--- config.mk ---
export PLATFORM = sky130hd
export DESIGN_NAME = bcd_scan_counter
export DESIGN_NICKNAME = d
export VERILOG_FILES = /design/src/rtl/bcd_scan_pkg.sv /design/src/rtl/bcd_scan_counter_seg7.sv /design/src/rtl/bcd_scan_counter.sv
export SDC_FILE = /design/constraint.sdc
export NUM_CORES = 1
export LEC_CHECK = 0
export ABC_CLOCK_PERIOD_IN_PS = 3750
export CAP_MARGIN = 30
export CORE_MARGIN = 1
export CORE_UTILIZATION = 55
export DETAILED_ROUTE_END_ITERATION = 8
export PLACE_DENSITY = 0.85
export SYNTH_ARGS = -nofsm -noshare
export SYNTH_HDL_FRONTEND = slang
export SYNTH_SLANG_ARGS = --single-unit
export TNS_END_PERCENT = 5
--- constraint.sdc ---
create_clock -name clk -period 3.75 [get_ports clk]
set_input_delay 0.75 -clock clk [delete_from_list [all_inputs] [get_ports clk]]
set_output_delay 0.75 -clock clk [all_outputs]
set_load 0.05 [all_outputs]
--- src/rtl/bcd_scan_pkg.sv ---
// Shared widths, segment constants and the prescaler terminal helper for bcd_scan_counter.
// No logic of its own; imported by the counter top and its seg7 decoder.
package bcd_scan_pkg;

    localparam int BCD_W   = 4;
    localparam int PRESC_W = 24;
    localparam int SCAN_W  = 16;

    localparam logic [6:0] SEG_BLANK = 7'b0000000;
    localparam logic [6:0] SEG_ZERO  = 7'b0111111;

    typedef logic [BCD_W-1:0] bcd_t;
    typedef logic [6:0]       seg_t;

    // A zero selector falls back to the build-time period.
    function automatic logic [PRESC_W-1:0] period_terminal(
        input logic [PRESC_W-1:0] max_count,
        input logic [7:0]         sel
    );
        return (sel == 8'd0) ? max_count : {6'b0, sel, 10'b0};
    endfunction

endpackage

--- src/rtl/bcd_scan_counter_seg7.sv ---
// Purpose: BCD digit to active-high {g,f,e,d,c,b,a} seven-segment pattern; 10..15 blank.
// Latency: combinational, zero cycles.
// Backpressure: none, pure function of its input.
module bcd_scan_counter_seg7
    import bcd_scan_pkg::*;
(
    input  bcd_t counter,
    output seg_t segments
);

    always_comb begin
        case (counter)
            4'd0:    segments = SEG_ZERO;
            4'd1:    segments = 7'b0000110;
            4'd2:    segments = 7'b1011011;
            4'd3:    segments = 7'b1001111;
            4'd4:    segments = 7'b1100110;
            4'd5:    segments = 7'b1101101;
            4'd6:    segments = 7'b1111101;
            4'd7:    segments = 7'b0000111;
            4'd8:    segments = 7'b1111111;
            4'd9:    segments = 7'b1101111;
            default: segments = SEG_BLANK;
        endcase
    end

endmodule

--- src/rtl/bcd_scan_counter.sv ---
// Purpose: prescaled N-digit up/down BCD counter with multiplexed 7-seg scan (BCD_LEADING_ZERO_BLANK_EN blanks leading zeros).
// Latency: value/tick/wrap register one edge after prescaler terminal; segments lag value by one cycle.
// Backpressure: none; free-running, run/clear only gate the count path.
module bcd_scan_counter
    import bcd_scan_pkg::*;
#(
    parameter int                  DIGITS    = 4,
    parameter logic [PRESC_W-1:0]  MAX_COUNT = 24'd10_000_000,
    parameter logic [SCAN_W-1:0]   SCAN_DIV  = 16'd10_000
) (
    input  logic                      clk,
    input  logic                      reset,
    input  logic [7:0]                period_sel,
    input  logic                      run,
    input  logic                      up,
    input  logic                      clear,
    output logic [BCD_W*DIGITS-1:0]   value,
    output logic                      tick,
    output logic                      wrap,
    output logic [6:0]                segments,
    output logic [DIGITS-1:0]         digit_en
);

    localparam int IDX_W = (DIGITS > 1) ? $clog2(DIGITS) : 1;

    logic [PRESC_W-1:0]      presc_q;
    logic [PRESC_W-1:0]      terminal;
    logic                    presc_hit;
    logic [BCD_W*DIGITS-1:0] value_nxt;
    logic                    chain_wrap;

    logic [SCAN_W-1:0]       scan_q;
    logic                    scan_end;
    logic [IDX_W-1:0]        idx_q;
    logic [IDX_W-1:0]        idx_d;
    bcd_t                    sel_digit;
    seg_t                    seg_dec;
    seg_t                    seg_nxt;

    // >= rather than == so a lowered terminal mid-period reloads at once.
    assign terminal  = period_terminal(MAX_COUNT, period_sel);
    assign presc_hit = run && (presc_q >= terminal);

    always_comb begin : bcd_chain
        logic carry;
        bcd_t d;
        value_nxt = value;
        carry     = 1'b1;
        d         = '0;
        for (int k = 0; k < DIGITS; k++) begin
            d = value[k*BCD_W +: BCD_W];
            if (carry) begin
                if (up) begin
                    if (d >= 4'd9) begin
                        d     = 4'd0;
                        carry = 1'b1;
                    end else begin
                        d     = d + 4'd1;
                        carry = 1'b0;
                    end
                end else begin
                    if (d == 4'd0) begin
                        d     = 4'd9;
                        carry = 1'b1;
                    end else begin
                        d     = d - 4'd1;
                        carry = 1'b0;
                    end
                end
            end
            value_nxt[k*BCD_W +: BCD_W] = d;
        end
        chain_wrap = carry;
    end

    always_ff @(posedge clk or posedge reset) begin
        if (reset) begin
            presc_q <= '0;
            value   <= '0;
            tick    <= 1'b0;
            wrap    <= 1'b0;
        end else if (clear) begin
            presc_q <= '0;
            value   <= '0;
            tick    <= 1'b0;
            wrap    <= 1'b0;
        end else if (presc_hit) begin
            presc_q <= '0;
            value   <= value_nxt;
            tick    <= 1'b1;
            wrap    <= chain_wrap;
        end else begin
            if (run) begin
                presc_q <= presc_q + PRESC_W'(1);
            end
            tick <= 1'b0;
            wrap <= 1'b0;
        end
    end

    assign scan_end = (scan_q == SCAN_DIV - SCAN_W'(1));

    always_comb begin
        idx_d = idx_q;
        if (scan_end) begin
            idx_d = (idx_q == IDX_W'(DIGITS - 1)) ? '0 : idx_q + IDX_W'(1);
        end
    end

    // Mux on the next index so segments and digit_en land on the same edge.
    always_comb begin
        sel_digit = '0;
        for (int k = 0; k < DIGITS; k++) begin
            if (idx_d == IDX_W'(k)) begin
                sel_digit = value[k*BCD_W +: BCD_W];
            end
        end
    end

    bcd_scan_counter_seg7 u_seg7 (
        .counter  (sel_digit),
        .segments (seg_dec)
    );

`ifdef BCD_LEADING_ZERO_BLANK_EN
    always_comb begin : lz_blank
        logic blank;
        blank = 1'b0;
        for (int k = 1; k < DIGITS; k++) begin
            if (idx_d == IDX_W'(k)) begin
                blank = 1'b1;
                for (int j = k; j < DIGITS; j++) begin
                    if (value[j*BCD_W +: BCD_W] != '0) begin
                        blank = 1'b0;
                    end
                end
            end
        end
        seg_nxt = blank ? SEG_BLANK : seg_dec;
    end
`else
    assign seg_nxt = seg_dec;
`endif

    always_ff @(posedge clk or posedge reset) begin
        if (reset) begin
            scan_q   <= '0;
            idx_q    <= '0;
            digit_en <= DIGITS'(1);
            segments <= SEG_ZERO;
        end else begin
            scan_q   <= scan_end ? '0 : scan_q + SCAN_W'(1);
            idx_q    <= idx_d;
            digit_en <= DIGITS'(1) << idx_d;
            segments <= seg_nxt;
        end
    end

endmodule

* After elaboration in Yosys (flattened, before gate mapping) *
Memories as Yosys holds them, arrays and structs flattened. A register that Yosys moved wholly into a read port is not among the register bits.
Cells that the tools add are included.

word-level totals
  bits in registers = 64
  bits in latches = 0
  RAM bits = 0
  memory bits (read-only) = 112
  word-level logic and storage cells = 95
  memories = 1

operators by class
  add/sub/neg operators = 11
  multiply operators = 0
  divide/modulo/power cells = 0
  order comparisons = 5
  eq/ne operators = 5
  shift operators = 1
  multiplexer cells = 47
  bitwise logic cells = 0
  reductions and logical operators = 15

memory list
  name              depth  bits a word  read ports  clocked after memory_dff  wr ports  line                         text
  (name not given)  16     7            1           1                         0         bcd_scan_counter_seg7.sv:12  case (counter)

operators with widths
  operator               count
  $mux 24                4
  $mux 4                 19
  $mux 16                3
  $add 24x1->24 const B  1
  $ge 24x24->1           1
  $mux 1                 19
  $add 16x1->16 const B  1
  $add 4x1->4 const B    4
  $eq 16x14->1 const B   1
  $ge 4x4->1 const B     4
  $logic_not 4->1        4
  $sub 4x1->4 const B    4
  $logic_not 8->1        1
  $reduce_bool 2->1      4
  $eq 2x2->1 const B     3
  $reduce_and 2->1       3
  $mux 2                 2
  $shl 1x2->4 const A    1
  $reduce_bool 3->1      1
  $add 2x1->2 const B    1
  $eq 2x1->1 const B     1
  $logic_not 2->1        1
  $logic_and 1x1->1      1

* Logic depth before layout (Yosys ltp) *
Gate-level depths: netlist of run 1.

  word-level depth = 8
  depth in mapped cells = 13
  gate-level depth less buffers = 11

* Modules after synthesis *
A second synthesis of run 1 with hierarchy kept.

second synthesis, totals
  cell total of the unflattened synthesis = 513
  area, all modules = 4775.8 um2

by module, submodules not included
  module                 instances  cells each  area each (um2)
  bcd_scan_counter       1          485         4556.9
  bcd_scan_counter_seg7  1          28          219.0

* Worst setup path before layout of run 1 *
No wires, ideal clock.

  path type = input to register
  start = input port period_sel[2]
  end = register presc_q[4]
  setup time = 0.082 ns
  data arrival time = 3.434 ns
  required time = 3.668 ns
  path slack = 0.234 ns
  stages = 11
  buffers on the path = 1
  cell sequence = or4_1 -> nor2_1 -> inv_1 -> ha_1 -> o31a_1 -> a2111oi_4 -> o311ai_2 -> and2_1 -> buf_2 -> or3_1 -> a31oi_1

on the way
  longest elaborated chain between the ends = 6
  elaborated cells between the ends (all ways) = 7
  those cells by class = 1 x order compare; 3 x mux; 3 x reduce/logical

ends and longest elaborated chain
  item                   line                    text
  start, declared        bcd_scan_counter.sv:13  input logic [7:0] period_sel,
  $logic_not 8->1        bcd_scan_pkg.sv:20      return (sel == 8'd0) ? max_count : {6'b0, sel, 10'b0};
  $mux 24 (*)            bcd_scan_pkg.sv:20
  $ge 24x24->1 (*)       bcd_scan_counter.sv:42  assign presc_hit = run && (presc_q >= terminal);
  $logic_and 1x1->1 (*)  bcd_scan_counter.sv:42
  $mux 24                bcd_scan_counter.sv:87  end else if (presc_hit) begin
  $mux 24                bcd_scan_counter.sv:82  end else if (clear) begin
  end signal, assigned   bcd_scan_counter.sv:94  presc_q <= presc_q + PRESC_W'(1);
  end, declared          bcd_scan_counter.sv:26  logic [PRESC_W-1:0] presc_q;

Mark *: on every way between the ends. The rest lies on a longest branch, timed or not.
A chain may end at the register's enable or synchronous reset.

* Worst setup path after layout of run 1 *
  start = input port period_sel[2]
  end = register value[4]

on the way
  longest elaborated chain between the ends = 6

ends and longest elaborated chain
  item                             line                    text
  $logic_not 8->1                  bcd_scan_pkg.sv:20
  $mux 24 (*)                      bcd_scan_pkg.sv:20
  $ge 24x24->1 (*)                 bcd_scan_counter.sv:42
  $logic_and 1x1->1 (*)            bcd_scan_counter.sv:42
  $reduce_bool 2->1 (no line) (*)  n/a
  $reduce_and 2->1 (no line) (*)   n/a
  end signal, assigned             bcd_scan_counter.sv:89  value <= value_nxt;
  end, declared                    bcd_scan_counter.sv:17  output logic [BCD_W*DIGITS-1:0] value,

Marks and branches as above.

==> results of run 1 <==
sequential cells by signal, indices dropped and copies added, names as in the netlist:
signal,cells
scan_q,16
tick,1
value,16
segments,7
wrap,1
presc_q,24
idx_q,2
digit_en,4
logic make-up (layout without fill, tap and decap cells):
logic type	after synthesis	in the layout	synth area share
and+or+nand+nor	191	191	0.206
DFF	71	71	0.389
xor gates and xnor gates	35	35	0.0669
adders and majority gates	35	35	0.0955
AOI/OAI and AO/OA	87	87	0.130
buffers and inverters	54	105	0.0483
muxes	20	20	0.0636
critical path: cells and delay by family:
family / cells / cell delay (ps)
buffers and inverters: 3 / 730
AOI/OAI and AO/OA: 4 / 1040
adders and majority gates: 1 / 210
and+or+nand+nor: 4 / 1060
stage by stage:
| stage | cells | util | area [um^2] |
|---|---|---|---|
| after CTS | 646 | 0.682 | 5380 |
| final | 646 | 0.682 | 5380 |
| after global routing | 646 | 0.682 | 5380 |
| after global placement | 630 | 0.654 | 5160 |
| after floorplan | 493 | - | 4580 |
| after detailed placement | 630 | 0.654 | 5160 |
Yosys cell counts (4+ instances only):
master / count
a211oi_1: 10
a21oi_1: 23
a31oi_1: 6
and3_1: 8
clkbuf_1: 14
dfrtp_1: 64
dfstp_2: 7
ha_1: 35
inv_1: 34
mux2i_1: 8
mux2i_2: 5
nand2_1: 27
nand2b_1: 4
nand3_1: 28
nand4_1: 7
nor2_1: 74
nor3_1: 13
o21ai_0: 15
o21bai_1: 4
o22ai_1: 6
or3b_2: 7
xnor2_1: 22
xor2_1: 13
cell usage in the layout (no fill, tap or decap), types with 3 or more instances in the layout:
cell type | Yosys | layout
nor2b_1 | 3 | 3
xnor2_1 | 22 | 22
and3_1 | 8 | 8
ha_1 | 35 | 35
xor2_1 | 13 | 13
o21ai_0 | 15 | 15
buf_4 | 0 | 12
a21oi_1 | 23 | 23
nor2_1 | 74 | 74
a31oi_1 | 6 | 6
nand4_1 | 7 | 7
clkbuf_8 | 0 | 10
nand2_1 | 27 | 27
mux4_2 | 3 | 3
o21bai_1 | 4 | 4
or3_1 | 3 | 3
nand3_1 | 28 | 28
inv_1 | 34 | 33
a211oi_1 | 10 | 10
a21o_1 | 3 | 3
clkdlybuf4s50_1 | 0 | 41
nand2b_1 | 4 | 4
dfstp_2 | 7 | 7
a311oi_1 | 3 | 3
nor3_1 | 13 | 13
or3b_2 | 7 | 7
clkinv_2 | 0 | 3
mux2i_2 | 5 | 5
mux2i_1 | 8 | 8
o22ai_1 | 6 | 6
dfrtp_1 | 64 | 64
routing by layer:
layer / share of wire / routed length [um] / up-vias / global-route usage
met5: 0 / 0 / - / 0
met4: 0.018 / 178 / 0 / 0.0782
met3: 0.049 / 478 / 18 / 0.0415
met2: 0.49 / 4780 / 125 / 0.411
met1: 0.44 / 4320 / 1829 / 0.333
li1: - / - / 1821 / -
final cells by class:
| cell class | count | area [um^2] |
|---|---|---|
| clock buffers | 10 | 138 |
| flip-flops and latches | 71 | 1790 |
| multi-input cells | 368 | 2580 |
| well taps | 102 | 128 |
| inverters | 34 | 128 |
| fillers | 582 | 2510 |
| clock inverters | 6 | 83.8 |
| repair buffers | 55 | 541 |
power groups by stage:
stage / sequential (uW) / combinational (uW) / clock [uW]
2_1_floorplan: 786 / 51.5 / 0
3_3_place_gp: 785 / 87.0 / 0
3_5_place_dp: 786 / 90.6 / 0
4_1_cts: 771 / 91.6 / 684
5_1_grt: 771 / 102 / 720
6_report: 771 / 90.3 / 677
worst min path at each step:
| stage | from | endpoint | slack, ps |
|---|---|---|---|
| 2_1_floorplan | scan_q[0]$_DFF_PP0_ | scan_q[0]$_DFF_PP0_ | 450 |
| 3_3_place_gp | scan_q[0]$_DFF_PP0_ | scan_q[0]$_DFF_PP0_ | 480 |
| 3_5_place_dp | scan_q[15]$_DFF_PP0_ | scan_q[15]$_DFF_PP0_ | 500 |
| 4_1_cts | scan_q[15]$_DFF_PP0_ | scan_q[15]$_DFF_PP0_ | 510 |
| 5_1_grt | scan_q[15]$_DFF_PP0_ | scan_q[15]$_DFF_PP0_ | 520 |
| 6_report | scan_q[15]$_DFF_PP0_ | scan_q[15]$_DFF_PP0_ | 510 |
==> flow_summary.json, run 1 <==
{
  "status": "completed",
  "p_sw_frac": 0.224,
  "antenna_left": 0,
  "clock_latency_ps": 340,
  "grt_max_degree": 57,
  "yosys.area.top_type_share": 0.349,
  "cp.required_ps": 4000,
  "path_clk_slew_ps": 80,
  "hold_viol": 0,
  "p_int_uw": 1190,
  "dpl_worst_slack_ps": -141,
  "maxCapViolCount": 0,
  "dieArea_mm2": 0.00870,
  "die_y_um": 93.3,
  "clock_sinks": 71,
  "synth_edf_count": 0,
  "drive_above_1_share": 0.118,
  "cts_buffers": 9,
  "p_per_area_mw_per_mm2": 286,
  "grt_pass1_vias": 3685,
  "postCtsSetupBuffers": 0,
  "p_switching_uw": 344,
  "syn_nets": 541,
  "drtIter0Drc": 226,
  "cp-startpoint": "period_sel[2]",
  "via_per_inst": 5.87,
  "htree_levels": 3,
  "synth_top_area_cell": "dfrtp_1",
  "finalPower_uw": 1540,
  "overflow": 0,
  "synthTopCellsByArea": "dfrtp_1 (35%), ha_1 (9.6%), nor2_1 (6.1%)",
  "irDropWorstVdd_mv": 0.153,
  "worstSetupEndpoint": "value[4]$_DFFE_PP0P_",
  "final_max_slew_viol_count": 0,
  "dr.pass1.iters": 5,
  "io_pins": 42,
  "track_usage": 0.248,
  "diodes": 0,
  "antenna_found_initial": 0,
  "cp_cell_sequence": "clkdlybuf4s50_1 > or4_1 > nor2_1 > inv_1 > ha_1 > o31a_1 > a2111oi_4 > o311ai_2 > buf_4 > nand3b_1 > nor3_1 > a211oi_1",
  "tightest_slew_ps": 623,
  "tns_ps": 0,
  "layout_setup_ws_ps": 200,
  "holdPathStages": 1,
  "synth_top_flop_cell": "dfrtp_1",
  "r2r_slack_ps": 480,
  "p_leak_uw": 0.00232,
  "synthCells": 493,
  "cts-resized-gates": 0,
  "initial_core_util": 0.581,
  "clkPwrFrac": 0.440,
  "wl_per_cell_um": 15.1,
  "syn_to_final_growth_pct": 17.4,
  "ys_ff_latch": 71,
  "reg2reg_from": "scan_q[0]$_DFF_PP0_",
  "die_w_um": 93.3,
  "hold_class": "flip-flop to flip-flop",
  "rsz0062_at_grt": "no",
  "wl_mm": 9.75,
  "startpoint_type": "primary input",
  "setup_violations": 0,
  "ctsHoldBuffers": 0,
  "arrival_ps": 3800,
  "fin_skew_ps": 5.88,
  "grt_pass1_wl_mm": 17.2,
  "fin_nets": 587,
  "fmax_ghz": 0.282,
  "dp_hpwl_mm": 7.03,
  "seqPwrFrac": 0.501,
  "cpPeakStageDelay_ps": 550,
  "root_buffer": "clkbuf_8",
  "slowest_stage": "or4_1",
  "rows": 32,
  "p_comb_frac": 0.059,
  "end_kind": "flip-flop",
  "avgSynthCellArea_um2": 9.30,
  "r2r_cells": 12,
  "netlist_area_mm2": 0.00458,
  "ys_types": 60,
  "whs_ps": 506,
  "portBuffers": 41,
  "drc": 0,
  "clock_path_buffers": 2,
  "relSlewSlack": 0.576,
  "synth_warnings": 0,
  "fin_crit_sh": 0.947,
  "crit_fanout": 8,
  "r2r-end": "segments[4]$_DFF_PP1_",
  "gp_congestion": 0.881,
  "yosysSeqAreaShare": 0.389,
  "period_minus_slack_ps": 3550,
  "crit_type": "primary input to flip-flop",
  "vias": 3793,
  "cts_tree": "built",
  "core-area_mm2": 0.00789,
  "async_flop_share": 1.00
}
Power figures use the tool's default switching activity.
==> run 2, diff against run 1 <==
RECOVER_POWER = 25   (was unset)
==> run 2 against run 1 <==
  * Clock skew grew 0.69 ps
  * Register-to-register slack worse by 30 ps
  * Clock-buffer cell count is the same
  * Critical endpoint unchanged
  * Critical path depth is the same
  * Largest cell class unchanged
==> flow_summary.json, run 2 (synthesis results as in run 1) <==
{
  "die_y_um": 93.3,
  "rsz0062_at_grt": "no",
  "syn_to_final_growth_pct": 17.0,
  "fin_nets": 587,
  "dpl_worst_slack_ps": -141,
  "r2r_cells": 12,
  "r2r-end": "segments[4]$_DFF_PP1_",
  "wl_per_cell_um": 15.2,
  "startpoint_type": "primary input",
  "fmax_ghz": 0.281,
  "cp.required_ps": 4000,
  "drive_above_1_share": 0.116,
  "p_leak_uw": 0.00232,
  "io_pins": 42,
  "diodes": 0,
  "dr.pass1.iters": 5,
  "gp_congestion": 0.881,
  "dieArea_mm2": 0.00870,
  "antenna_left": 0,
  "min_from": "scan_q[15]$_DFF_PP0_",
  "antenna_found_initial": 0,
  "tns_ps": 0,
  "clock_latency_ps": 350,
  "cts_tree": "built",
  "track_usage": 0.248,
  "crit_type": "primary input to flip-flop",
  "reg.largest.list": "presc_q: 24 flops, scan_q: 16 flops, value: 16 flops",
  "irDropWorstVdd_mv": 0.154,
  "hold_class": "flip-flop to flip-flop",
  "relSlewSlack": 0.104,
  "wl_mm": 9.80,
  "dp_cells": 630,
  "holdPathEnd": "scan_q[15]$_DFF_PP0_",
  "placedInstanceArea_mm2": 0.00516,
  "layout_setup_ws_ps": 186,
  "postCtsSetupBuffers": 0,
  "htree_levels": 3,
  "die_w_um": 93.3,
  "status": "completed",
  "final_cells": 646,
  "largest_reg_flops": 24,
  "path_clk_slew_ps": 80,
  "grt_pass1_wl_mm": 17.2,
  "r2r_slack_ps": 450,
  "clock_path_buffers": 2,
  "cts-resized-gates": 0,
  "final_max_slew_viol_count": 0,
  "setup_violations": 0,
  "whs_ps": 506,
  "end_kind": "flip-flop",
  "cts_buffers": 9,
  "hold_viol": 0,
  "fin_skew_ps": 6.57,
  "final_common_cell": "nor2_1",
  "grt_pass1_vias": 3685,
  "drtIter0Drc": 231,
  "p_per_area_mw_per_mm2": 286,
  "vias": 3763,
  "core-area_mm2": 0.00789,
  "fin_crit_sh": 0.950,
  "period_minus_slack_ps": 3560,
  "clock_sinks": 71,
  "fillers": 584,
  "maxCapViolCount": 0,
  "final_cell_area_mm2": 0.00537,
  "mostFrequentLayoutCells": "nor2_1 (74), dfrtp_1 (64), clkdlybuf4s50_1 (40)",
  "dp_hpwl_mm": 7.03,
  "initial_core_util": 0.581,
  "via_per_inst": 5.83,
  "drc": 0,
  "grt_max_degree": 57,
  "regMostFlops": "presc_q",
  "holdPathStages": 1,
  "crit_fanout": 8,
  "rows": 32,
  "tightest_slew_ps": 1340,
  "portBuffers": 41,
  "root_buffer": "clkbuf_8",
  "ctsHoldBuffers": 0,
  "reg2reg_from": "scan_q[0]$_DFF_PP0_",
  "arrival_ps": 3820,
  "overflow": 0
}
[run 2: cell types whose count changed in the layout (fill, tap and decap cells not counted)]
cell / change
buf_12: -1
clkbuf_2: +1
clkdlybuf4s50_1: -1
dlygate4sd3_1: +1
inv_1: +1
inv_2: -1
[run 2: layout make-up]
| class | count | area (um^2) | share of cell area |
|---|---|---|---|
| tap | 102 | 128 | 0.0238 |
| timing repair buffer | 55 | 526 | 0.0979 |
| multi-input combinational | 368 | 2580 | 0.480 |
| sequential | 71 | 1790 | 0.333 |
| inverter | 34 | 128 | 0.0238 |
| clock inverter | 6 | 83.8 | 0.0156 |
| clock buffer | 10 | 138 | 0.0257 |
[run 2: metrics by stage]
stage	utilization	total power, uW
after detailed placement	0.654	876
after global routing	0.680	1590
after floorplan	-	837
final	0.680	1540
after global placement	0.654	872
after CTS	0.682	1550
[run 2: critical path, stage by stage]
cell,delay (ps)
clkdlybuf4s50_1,440
or4_1,550
nor2_1,170
inv_1,110
ha_1,220
o31a_1,270
a2111oi_4,350
o311ai_2,190
buf_4,180
nand3b_1,250
nor3_1,100
a211oi_1,230
[run 2: report_power, final]
part / switching, uW / leakage (uW) / internal [uW]
sequential: 2.98 / 0.000952 / 768
combinational: 53.6 / 0.00125 / 34.1
clock: 288 / 0.000116 / 390
[run 2: worst max path at each step]
stage / from / to / slack, ps / cells past startpoint
after global placement: period_sel[2] / value[4]$_DFFE_PP0P_ / -7 / 12
after detailed placement: period_sel[2] / value[4]$_DFFE_PP0P_ / -140 / 12
after global routing: period_sel[2] / value[4]$_DFFE_PP0P_ / 10 / 12
final: period_sel[2] / value[4]$_DFFE_PP0P_ / 190 / 12
after floorplan: period_sel[2] / presc_q[4]$_DFFE_PP0P_ / 230 / 11
after CTS: period_sel[2] / value[4]$_DFFE_PP0P_ / 200 / 12
[run 2: routing by layer]
metal	vias up	GRT usage	routed length (um)
met5	-	0	0
met4	0	0.0782	174
met3	16	0.0415	388
met2	91	0.411	4820
met1	1829	0.333	4420
li1	1827	-	-
==> run 3, diff against run 2 <==
CORE_MARGIN = 10   (was 1)
CORE_UTILIZATION = 40   (was 55)
PLACE_DENSITY = 0.67   (was 0.85)
REMOVE_ABC_BUFFERS = 1   (was unset)
==> run 3 against run 2 <==
  * Critical path depth unchanged
  * Sequential share of layout area decreased by 1.1 points
  * Combinational power increased by 4.7%
  * Worst hold slack got worse by 23 ps
  * Global-route usage decreased by 12 points
  * First-iteration DRC count increased by 9.5%
  * Clock-buffer cell count increased by 3
  * Cell count increased by 7.9%
==> flow_summary.json, run 3 (synthesis results as in run 1) <==
{
  "ctsHoldBuffers": 0,
  "status": "completed",
  "met2_usage": 0.216,
  "p_sw_frac": 0.225,
  "wl_per_cell_um": 14.9,
  "cts_buffers": 9,
  "vias": 3723,
  "syn_to_final_growth_pct": 21.0,
  "grt_max_degree": 41,
  "critPathTopFamily": "simple AND/OR/NAND/NOR gates",
  "overflow": 0,
  "use_met1": 0.156,
  "holdPathEnd": "scan_q[0]$_DFF_PP0_",
  "rsz0062_at_grt": "no",
  "via_per_inst": 5.34,
  "grt_pass1_vias": 3725,
  "hold_viol": 0,
  "antenna_left": 0,
  "dpl_worst_slack_ps": -300,
  "path_clk_slew_ps": 50,
  "cp.required_ps": 4000,
  "irDropWorstVdd_mv": 0.234,
  "tightest_slew_ps": 1170,
  "hold_class": "flip-flop to flip-flop",
  "root_buffer": "clkbuf_16",
  "antenna_found_initial": 0,
  "slowest_stage": "or4_1",
  "maxCapViolCount": 0,
  "wl_mm": 10.4,
  "final_common_cell": "nor2_1",
  "setup_violations": 0,
  "crit_fanout": 6,
  "core-area_mm2": 0.0113,
  "cts_tree": "built",
  "r2r_slack_ps": 440,
  "largest_reg_flops": 24,
  "crit_buf_inv": 3,
  "clkPwrFrac": 0.473,
  "reg.largest.list": "presc_q: 24 flops, scan_q: 16 flops, value: 16 flops",
  "gp_congestion": 0.841,
  "crit_type": "primary input to flip-flop",
  "mostFrequentLayoutCells": "nor2_1 (73), dfrtp_1 (64), clkdlybuf4s50_1 (40)",
  "die_y_um": 127,
  "drc": 0,
  "min_from": "scan_q[0]$_DFF_PP0_",
  "holdPathStages": 1,
  "r2r-end": "segments[0]$_DFF_PP1_",
  "die_w_um": 127,
  "p_leak_uw": 0.00237,
  "drive_above_1_share": 0.130,
  "fin_crit_sh": 0.953,
  "fin_nets": 597,
  "period_minus_slack_ps": 3570,
  "p_int_uw": 1270,
  "seq_area_mm2": 0.00179,
  "reg2reg_from": "scan_q[0]$_DFF_PP0_",
  "htree_levels": 3,
  "clock_sinks": 71,
  "final_core_util": 0.490,
  "fin_skew_ps": 7.21,
  "arrival_ps": 3830,
  "drtIter0Drc": 253,
  "busiest_layer": "met2",
  "portBuffers": 41,
  "fillers": 1071,
  "clock_path_buffers": 2,
  "grt_pass1_wl_mm": 17.5,
  "r2r_cells": 11,
  "p_comb_frac": 0.056,
  "initial_core_util": 0.405,
  "clock_latency_ps": 330,
  "dieArea_mm2": 0.0161,
  "p_switching_uw": 369,
  "cpPeakStageDelay_ps": 590,
  "finalPower_uw": 1640,
  "final_max_slew_viol_count": 0,
  "relSlewSlack": 0.220,
  "fmax_ghz": 0.280,
  "whs_ps": 483,
  "io_pins": 42,
  "cp_cell_sequence": "clkdlybuf4s50_1 > or4_1 > nor2_4 > nor2_1 > ha_1 > nand4_1 > o311ai_4 > buf_4 > nand3b_1 > buf_4 > or2_2 > a21oi_1",
  "multiInputGateArea_mm2": 0.00260,
  "regMostFlops": "presc_q",
  "diodes": 0,
  "rows": 39,
  "cpMostUsedCell": "buf_4",
  "p_per_area_mw_per_mm2": 296,
  "layout_setup_ws_ps": 177,
  "dp_hpwl_mm": 7.60,
  "seqPwrFrac": 0.471,
  "startpoint_type": "primary input",
  "end_kind": "flip-flop",
  "use_met3": 0.0294,
  "track_usage": 0.129,
  "dr.pass1.iters": 5
}
## run 3: timing repair
action,CTS,global route
hold endpoints to repair,0,0
gates resized for setup,0,4
setup buffers,0,1
endpoints found under the setup margin,0,17
## run 3: worst reg2reg max path: stages, from the launching register on
cell     delay, ps
dfrtp_1        380
ha_1           200
and3_1         230
and4_1         510
mux2i_2        280
buf_4          240
mux2i_1        120
mux2i_2        390
inv_1          200
ha_1           240
mux2_4         280
o22ai_1        160
## run 3: worst max path at each step
stage,from,end,cells past startpoint
floorplan,period_sel[2],presc_q[0]$_DFFE_PP0P_,10
global placement,period_sel[2],value[6]$_DFFE_PP0P_,13
detailed placement,period_sel[2],value[6]$_DFFE_PP0P_,13
CTS,period_sel[2],value[6]$_DFFE_PP0P_,13
global route,period_sel[2],value[7]$_DFFE_PP0P_,14
finish,period_sel[2],value[7]$_DFFE_PP0P_,12
## run 3: cell type report
class / count / share of cell area
Timing Repair Buffer: 65 / 0.106
Multi-Input combinational cell: 368 / 0.468
Tap cell: 143 / 0.0322
Clock buffer: 13 / 0.0451
Clock inverter: 3 / 0.00361
Inverter: 34 / 0.0230
Sequential cell: 71 / 0.322
## run 3: through the flow
stage	setup TNS, ps	cells	cell area (um^2)
final	0	697	5550
after detailed placement	-4710	680	5270
after CTS	0	696	5540
after global routing	0	697	5550
after global placement	-1050	680	5270
after floorplan	0	473	4490
## run 3: metal layers
metal | share of wire | wire length, um | vias up
met3 | 0.040 | 418 | 16
met4 | 0.020 | 211 | 0
met5 | 0 | 0 | -
met1 | 0.45 | 4650 | 1796
li1 | - | - | 1839
met2 | 0.49 | 5100 | 72
## run 3: power by group through the flow
stage / clock network (uW) / registers (uW) / logic [uW]
final: 777 / 773 / 91.8
after global routing: 820 / 773 / 104
after CTS: 793 / 772 / 95.0
after detailed placement: 0 / 786 / 94.4
after global placement: 0 / 786 / 92.3
after floorplan: 0 / 786 / 41.9
